**src/rtl/execute_stage.sv**
```systemverilog
// EX stage of a 64-bit in-order pipeline: ALU, branch target and branch decision,
// captured into the EX/MEM register with stall/flush control.
`ifndef WORD
`define WORD 64
`endif

module execute_stage (
  input  logic              clk,
  input  logic              reset,
  input  logic              stall,
  input  logic              flush,
  input  logic              valid_in,
  input  logic [`WORD-1:0]  cur_pc_in,
  input  logic [`WORD-1:0]  read_data1_in,
  input  logic [`WORD-1:0]  read_data2_in,
  input  logic [`WORD-1:0]  sign_extended_in,
  input  logic [10:0]       opcode_in,
  input  logic [1:0]        alu_op_in,
  input  logic              alu_src_in,
  input  logic              branch_in,
  input  logic              uncondbranch_in,
  input  logic              mem_read_in,
  input  logic              mem_write_in,
  input  logic              mem_to_reg_in,
  input  logic              reg_write_in,
  input  logic [4:0]        write_register_in,
  output logic [`WORD-1:0]  alu_result,
  output logic [`WORD-1:0]  branch_target,
  output logic [`WORD-1:0]  read_data2,
  output logic              zero,
  output logic              pc_src,
  output logic              illegal_op,
  output logic              valid,
  output logic              mem_read,
  output logic              mem_write,
  output logic              mem_to_reg,
  output logic              reg_write,
  output logic [4:0]        write_register
);

  localparam logic [10:0] OP_ADD = 11'b10001011000;
  localparam logic [10:0] OP_SUB = 11'b11001011000;
  localparam logic [10:0] OP_AND = 11'b10001010000;
  localparam logic [10:0] OP_ORR = 11'b10101010000;

  logic [`WORD-1:0] operand_b;
  logic [`WORD-1:0] alu_next;
  logic             illegal_next;
  logic             zero_next;
  logic             live;

  always_comb begin
    operand_b    = alu_src_in ? sign_extended_in : read_data2_in;
    alu_next     = read_data1_in + operand_b;
    illegal_next = 1'b0;
    case (alu_op_in)
      2'b01: alu_next = operand_b;
      2'b10: begin
        case (opcode_in)
          OP_ADD:  alu_next = read_data1_in + operand_b;
          OP_SUB:  alu_next = read_data1_in - operand_b;
          OP_AND:  alu_next = read_data1_in & operand_b;
          OP_ORR:  alu_next = read_data1_in | operand_b;
          default: illegal_next = 1'b1;
        endcase
      end
      default: alu_next = read_data1_in + operand_b;
    endcase
  end

  assign zero_next = (alu_next == '0);
  // A flush or an empty decode slot both become a bubble on the control side.
  assign live      = valid_in & ~flush;

  always_ff @(posedge clk or negedge reset) begin
    if (!reset) begin
      alu_result     <= '0;
      branch_target  <= '0;
      read_data2     <= '0;
      zero           <= 1'b0;
      pc_src         <= 1'b0;
      illegal_op     <= 1'b0;
      valid          <= 1'b0;
      mem_read       <= 1'b0;
      mem_write      <= 1'b0;
      mem_to_reg     <= 1'b0;
      reg_write      <= 1'b0;
      write_register <= '0;
    end else if (!stall || flush) begin
      alu_result     <= alu_next;
      branch_target  <= cur_pc_in + (sign_extended_in << 2);
      read_data2     <= read_data2_in;
      zero           <= zero_next;
      pc_src         <= live & (uncondbranch_in | (branch_in & zero_next));
      illegal_op     <= live & illegal_next;
      valid          <= live;
      mem_read       <= live & mem_read_in;
      mem_write      <= live & mem_write_in;
      mem_to_reg     <= mem_to_reg_in;
      reg_write      <= live & reg_write_in;
      write_register <= write_register_in;
    end
  end

endmodule

```
**config.mk**
```make
export PLATFORM = sky130hd
export DESIGN_NAME = execute_stage
export DESIGN_NICKNAME = d
export VERILOG_FILES = /design/src/rtl/execute_stage.sv
export SDC_FILE = /design/constraint.sdc
export NUM_CORES = 1
export LEC_CHECK = 0
export ABC_AREA = 1
export CORE_MARGIN = 3
export CORE_UTILIZATION = 30
export CTS_CLUSTER_SIZE = 28
export DETAILED_ROUTE_END_ITERATION = 10
export PLACE_DENSITY = 0.62
export SLEW_MARGIN = 0
export SYNTH_ARGS = -nofsm -noshare
export SYNTH_HDL_FRONTEND = slang
export SYNTH_SLANG_ARGS = --single-unit
export TNS_END_PERCENT = 30
```
**constraint.sdc**
```tcl
create_clock -name clk -period 1.4 [get_ports clk]
set_input_delay 0.28 -clock clk [delete_from_list [all_inputs] [get_ports clk]]
set_output_delay 0.28 -clock clk [all_outputs]
set_load 0.05 [all_outputs]
```
==> key figures, run 1 <==
CTS
  • H-Tree Level Count: 1
  • Largest buffer count on any clock path: 3
  • TritonCTS clock tree: built
  • CTS root buffer: clkbuf_16
  • Clock sinks: 205
  • CTS clk-pin slew, worst paths: 0.06 ns
  • Number of buffers created by CTS: 23
  • Later-pin clock latency in the skew report: 0.54 ns

Synth
  • Library cell occupying the most area in the post-synthesis netlist: nand2_1
  • Most instantiated library cell after synthesis: nand2_1
  • Most frequent cells after synthesis: 1918 x nand2_1, 967 x inv_1, 435 x nor2_1
  • Number of register bits inferred by synthesis: 205
  • Cells taking the most area after synthesis: nand2_1 25%, dfrtp_1 18%, ha_1 13%
  • Per-instance average area after synthesis: 5.574 sq um
  • Dominant synthesized flop cell: dfrtp_1
  • Number of nets in the synthesized netlist: 5833
  • Proportion of register bits with asynchronous set or reset after synthesis: 100.0%
  • Cell Area, Synth: 29180 sq um
  • Netlist cell types: 54
  • Post-Syn Instances: 5234
  • Yosys top cell area share: 24.68%
  • Number of warning messages in the yosys log: 0
  • EDFF count, synth: 0
  • Sequential area share after synthesis: 17.58%

Route
  • Total wire length: 176.2 mm
  • Routed wirelength normalized by instance count: 20.62 microns
  • Final routed DRC violation total: 0
  • Via-to-Cell Ratio: 5.023
  • Vias after detailed routing: 42920
  • DRT iter0 DRCs: 3520
  • Detailed Routing Iterations Pass 1: 7
  • Number of nets with antenna violations after detailed routing: 0

Critical path
  • Startpoint Class: primary input
  • Launch point of the worst path: alu_src_in
  • Critical-path top delay cell: fa_2
  • Worst setup path endpoint: pc_src
  • Reg2Reg Depth: 2
  • R2R Setup Slk: 0.62 ns
  • Endpoint type of the worst setup path: flip-flop
  • Most frequent CP cell: nand2_1
  • Worst EP arrival: 3.65 ns
  • End of the worst register-to-register path: branch_target[17]
  • Largest stage delay, worst path: 0.41 ns
  • Data required time at the worst endpoint: 1.88 ns
  • Reg-to-reg startpoint: branch_target[17]
  • Maximum net fanout on the critical path: 7
  • Setup CP Type: in -> reg

Die
  • Initial core utilization: 30.48%
  • Die span in y: 317.9 microns
  • I/O pin count: 491
  • Core ar.: 95720 sq um
  • Die Wd: 317.9 microns
  • Cell Rows: 113
  • Area of the die: 101000 sq um

STA
  • Portion of the clock cycle consumed by the worst path in the final layout: 226.7%
  • Final critical-path setup slack: -1.774 ns
  • Number of hold violations in the final report: 0
  • Max transition margin: 63.83%
  • Slew at the pin with the worst max-slew slack: 0.5384 ns
  • Number of slew-limit violations in the final report: 0
  • Unrepaired setup endpoints after global routing: yes
  • Highest achievable clock rate: 315.1 MHz
  • # setup viols final: 197
  • Hold Slack: 0.01955 ns
  • Worst clock skew on the final layout: 0 ns
  • Time the final worst path needs with I/O delays and setup: 3.174 ns

Power
  • Pwr dens: 775.7 nW/um^2
  • Max IR drop VDD: 0.7857 mV
  • LEAKAGE: 31.46 nW
  • Overall power after layout: 47.06 mW

Run status
  • Violated checks: setup timing
  • Result of the run: finished, violations left

Layout
  • Area growth from synthesis to final layout: 107.9%
  • Fin util: 63.38%
  • Layout cells sized above 1: 49.35%
  • Final nets: 7851
  • Biggest regs: alu_result x64, branch_target x64, read_data2 x64

Global route
  • Routing usage on met1: 41.48%
  • Number of antenna violations at the first check in global routing: 14
  • Total routing usage reported by global routing: 32.49%
  • Gr ovfl total: 0
  • Met2 track demand over resource: 54.17%
  • Pin count of the biggest net entering global routing: 58
  • Global-route track usage on met3: 4.522%
  • Vias in the first global route: 42030
  • Busiest grt layer: met2
  • First-pass GRT wire length: 252.4 mm

Placed design
  • GPL Wtd Cong: 1.071
  • Half-perimeter wire length after placement: 141.9 mm
  • Number of port buffers: 490

Worst hold path
  • Beginning of the worst hold path: read_data2_in[19]
  • Kind of path behind the tightest hold check: in -> reg

Flow run
  • Max-cap violations: 0
## logic make-up after synthesis
| family | Yosys count | share of synthesized area (%) |
|---|---|---|
| buffers and inverters | 1093 | 14.26 |
| AND/OR/NAND/NOR | 2850 | 39.40 |
| adder cells (fa/ha/maj) | 313 | 13.50 |
| flip-flops | 205 | 17.58 |
| AO/OA/AOI/OAI | 725 | 13.82 |
| XOR/XNOR | 48 | 1.441 |
## layout by cell type (no fill, tap or decap), types with 18 or more instances in the layout
cell type	instances
inv_2	133
a21oi_4	29
a31oi_1	31
o21ai_4	60
nor2_1	221
a21oi_1	158
nand2_1	1323
nor3_4	20
nand3_4	41
buf_4	1372
o21ai_1	65
o21ai_2	67
inv_1	825
clkbuf_16	23
clkdlybuf4s15_1	19
nand3_1	196
a21oi_2	91
nand3_2	115
nand2_2	449
o21ai_0	110
nor2_4	123
nand2_4	150
dfrtp_1	205
a211oi_1	28
ha_2	39
buf_6	167
nand4_1	46
clkbuf_2	18
clkdlybuf4s50_1	88
buf_12	269
xnor2_1	20
ha_1	112
nor2_2	102
dlymetal6s2s_1	27
dlygate4sd2_1	111
ha_4	159
## how the worst min path moves through the flow
stage	cells past startpoint	slack, ns	end
2_1_floorplan	0	-0.02	alu_result[0]
3_3_place_gp	1	0.24	read_data2[27]
3_5_place_dp	1	0.23	read_data2[27]
4_1_cts	3	0.08	read_data2[23]
5_1_grt	3	0.04	read_data2[19]
6_report	3	0.02	read_data2[19]
## worst max-delay path, delay by kind of cell
kind / cells / cell delay, ns
fa+ha+maj: 2 / 0.57
simple gates: 20 / 1.89
buf+inv: 6 / 0.69
compound gates: 1 / 0.19
## timing repair
action,in CTS,in global routing
pin swaps,398,427
hold endpoints to repair,113,0
resized for setup,1593,986
buffers inserted,119,86
hold buffers,1,0
gates cloned,12,0
setup endpoints to repair,329,329
## layout make-up
class	count	area (sq um)
Fill cell	8018	35050
Clock buffer	30	661.9
Antenna cell	12	30.03
Multi-Input combinational cell	3936	28690
Tap cell	1265	1583
Clock inverter	11	126.4
Inverter	973	3687
Timing Repair Buffer	2113	20760
Sequential cell	205	5130
## stage by stage
step	cell area, sq um	setup TNS [ns]	setup WS [ns]	instances
6_report	60670	-118.97	-1.774	8545
4_1_cts	56660	-128.41	-1.642	8457
5_1_grt	60660	-136.17	-1.868	8542
3_3_place_gp	49120	-262.43	-3.355	8293
3_5_place_dp	49120	-267.49	-3.348	8293
2_1_floorplan	29990	-120.66	-1.499	5234
## metal layers
metal | up-vias | share of wire, % | wire, microns
met5 | - | 0.0074 | 13
met4 | 2 | 6.2 | 10980
met3 | 463 | 7.5 | 13240
met2 | 1872 | 46 | 80780
met1 | 20240 | 40 | 71210
li1 | 20340 | - | -
## power by group
group	leakage [nW]	switching, mW	internal (mW)	total, mW
registers	2.47	1.10	6.85	7.95
clock network	0.391	2.71	3.72	6.42
logic	28.6	17.5	15.2	32.7
total	31.5	21.3	25.8	47.1
Power figures use the tool's default switching activity.
==> run 2, diff against run 1 <==
Settings changed: DONT_BUFFER_PORTS from default to 1, PLACE_DENSITY 0.62 to 0.56.
==> run 2 against run 1 <==
Net effect:
- the run ends with hold timing, setup timing left
- worst setup slack worse by 0.41 ns
- die area stayed put
- sequential share of layout area is 1.8 points higher
- register-to-register slack worse by 0.26 ns
- final cell count is 7.8% lower
- largest power group unchanged
- worst hold slack worse by 0.58 ns
- via count is 8.3% lower
- clock power is 4.2% lower
- sequential power is 28% higher
- design area is 18% lower
- largest cell class unchanged
- first-iteration DRC count is 4.4% lower
==> key figures, run 2 (synthesized netlist as in run 1, its figures left out) <==
Route
  • Detailed Routing Iterations Pass 1: 6
  • Vias after detailed routing: 39340
  • Routed wirelength normalized by instance count: 20.91 microns
  • Via-to-Cell Ratio: 4.994
  • DRT iter0 DRCs: 3366
  • Number of nets with antenna violations after detailed routing: 0
  • Final routed DRC violation total: 0
  • Total wire length: 164.7 mm

STA
  • Portion of the clock cycle consumed by the worst path in the final layout: 255.6%
  • Number of slew-limit violations in the final report: 0
  • Slew at the pin with the worst max-slew slack: 1.004 ns
  • Final critical-path setup slack: -2.179 ns
  • Unrepaired setup endpoints after global routing: yes
  • Hold Slack: -0.5568 ns
  • Number of hold violations in the final report: 206
  • # setup viols final: 308
  • Max transition margin: 33.10%
  • Highest achievable clock rate: 279.4 MHz
  • Worst clock skew on the final layout: 0 ns
  • Setup TNS Final: -120.98 ns
  • Time the final worst path needs with I/O delays and setup: 3.579 ns

Die
  • I/O pin count: 491
  • Die Wd: 317.9 microns
  • Area of the die: 101000 sq um
  • Cell Rows: 113
  • Die span in y: 317.9 microns
  • Initial core utilization: 30.48%
  • Core ar.: 95720 sq um

Critical path
  • Setup CP Type: in -> reg
  • Maximum net fanout on the critical path: 128
  • Startpoint Class: primary input
  • Data required time at the worst endpoint: 1.87 ns
  • Worst EP arrival: 4.05 ns
  • Endpoint type of the worst setup path: flip-flop

Global route
  • Total routing usage reported by global routing: 30.45%
  • First-pass GRT wire length: 235.0 mm
  • Number of antenna violations at the first check in global routing: 5
  • Vias in the first global route: 37680
  • Pin count of the biggest net entering global routing: 206
  • Gr ovfl total: 0

CTS
  • Largest buffer count on any clock path: 3
  • Later-pin clock latency in the skew report: 0.52 ns
  • Number of buffers created by CTS: 22
  • Clock sinks: 205
  • CTS clk-pin slew, worst paths: 0.06 ns
  • TritonCTS clock tree: built
  • H-Tree Level Count: 1
  • CTS root buffer: clkbuf_16
  • Hold Buf Count CTS: 78

Power
  • Pwr dens: 783.1 nW/um^2
  • Max IR drop VDD: 0.6232 mV
  • LEAKAGE: 26.01 nW

Placed design
  • Number of port buffers: 0
  • GPL Wtd Cong: 1.038
  • Half-perimeter wire length after placement: 136.7 mm
  • Total instance count after detailed placement: 7689
  • Placement Setup Slack: -2.770 ns

Layout
  • Most frequent cells in the layout: 1527 x nand2_1, 1244 x buf_4, 885 x inv_1, 308 x nand2_2, 269 x nor2_1
  • Layout cells sized above 1: 40.62%
  • Most common cell after layout, fill and taps aside: nand2_1
  • Biggest regs: alu_result x64, branch_target x64, read_data2 x64
  • Fin util: 52.17%
  • Count of non-filler cells in the finished layout: 7877
  • Final nets: 7195
  • Area growth from synthesis to final layout: 71.14%
  • Total of fill cells in the finished design: 9394

Run status
  • Result of the run: finished, violations left
  • Violated checks: hold timing, setup timing

Flow run
  • Max-cap violations: 0

Worst hold path
  • Kind of path behind the tightest hold check: in -> async
-- run 2: report_power, final --
group	switching, mW	internal [mW]	total (mW)
Clock	2.64	3.51	6.15
Combinational	12.5	10.2	22.8
Sequential	3.38	6.79	10.2
Total	18.6	20.5	39.1
-- run 2: worst paths after layout --
path | start | end | slack [ns] | depth (start not counted)
setup / recovery | alu_src_in | pc_src | -2.18 | 27
hold / removal | reset | read_data2[28] | -0.56 | 0
setup reg to reg | alu_result[39] | alu_result[39] | 0.36 | 2
hold reg to reg | alu_result[11] | alu_result[11] | 0.49 | 2
max in group asynchronous | reset | read_data2[58] | 1.55 | 0
min in group clk | uncondbranch_in | pc_src | -0.02 | 4
-- run 2: layout make-up --
class,count,area [sq um],share of cell area [%]
flip-flops and latches,205,5130,10.27
multi-input cells,3936,26700,53.46
repair buffers,1458,12100,24.24
diodes,2,5.005,0.01002
clock inverters,9,92.59,0.1854
clock buffers,29,658.1,1.318
inverters,973,3669,7.347
well taps,1265,1583,3.170
-- run 2: routing by layer --
layer / global-route usage (%) / part of all wire, % / vias up
li1: - / - / 18980
met1: 39.37 / 42 / 18530
met2: 50.54 / 45 / 1492
met3: 4.865 / 7.6 / 327
met4: 12.14 / 5.0 / 4
met5: 0 / 0.016 / -
-- run 2: repair_timing --
item	CTS	global route
pin swaps	131	224
setup endpoints to repair	321	320
gates resized for setup	758	815
setup buffers	27	58
endpoints found under the hold margin	282	205
-- run 2: metrics by stage --
stage / total power, mW / hold WS (ns) / area [sq um]
2_1_floorplan: 19.03 / -0.01559 / 29990
3_3_place_gp: 28.60 / -0.009289 / 41350
3_5_place_dp: 28.71 / -0.009349 / 41350
4_1_cts: 36.89 / -0.5877 / 46350
5_1_grt: 41.12 / -0.5801 / 49930
6_report: 39.10 / -0.5568 / 49930
-- run 2: worst max-delay path, cell delays in order --
cell and delay (ns):
o21ai_4 0.62, buf_6 0.18, ha_4 0.23, nor2_4 0.14, inv_2 0.06, nor2_4 0.11
inv_2 0.07, nor2_4 0.13, buf_4 0.12, nand2_1 0.08, nor3_2 0.13, nand2_2 0.11
nand2_1 0.07, nand2_1 0.05, nand3_2 0.08, nand2_1 0.06, nand2_1 0.06, nand2_1 0.05
nand2_1 0.09, nand2_1 0.06, nor2_1 0.11, nand2_1 0.12, nor2_4 0.27, nand4_1 0.14
nand2_1 0.08, nand2_1 0.04, nand2_1 0.06
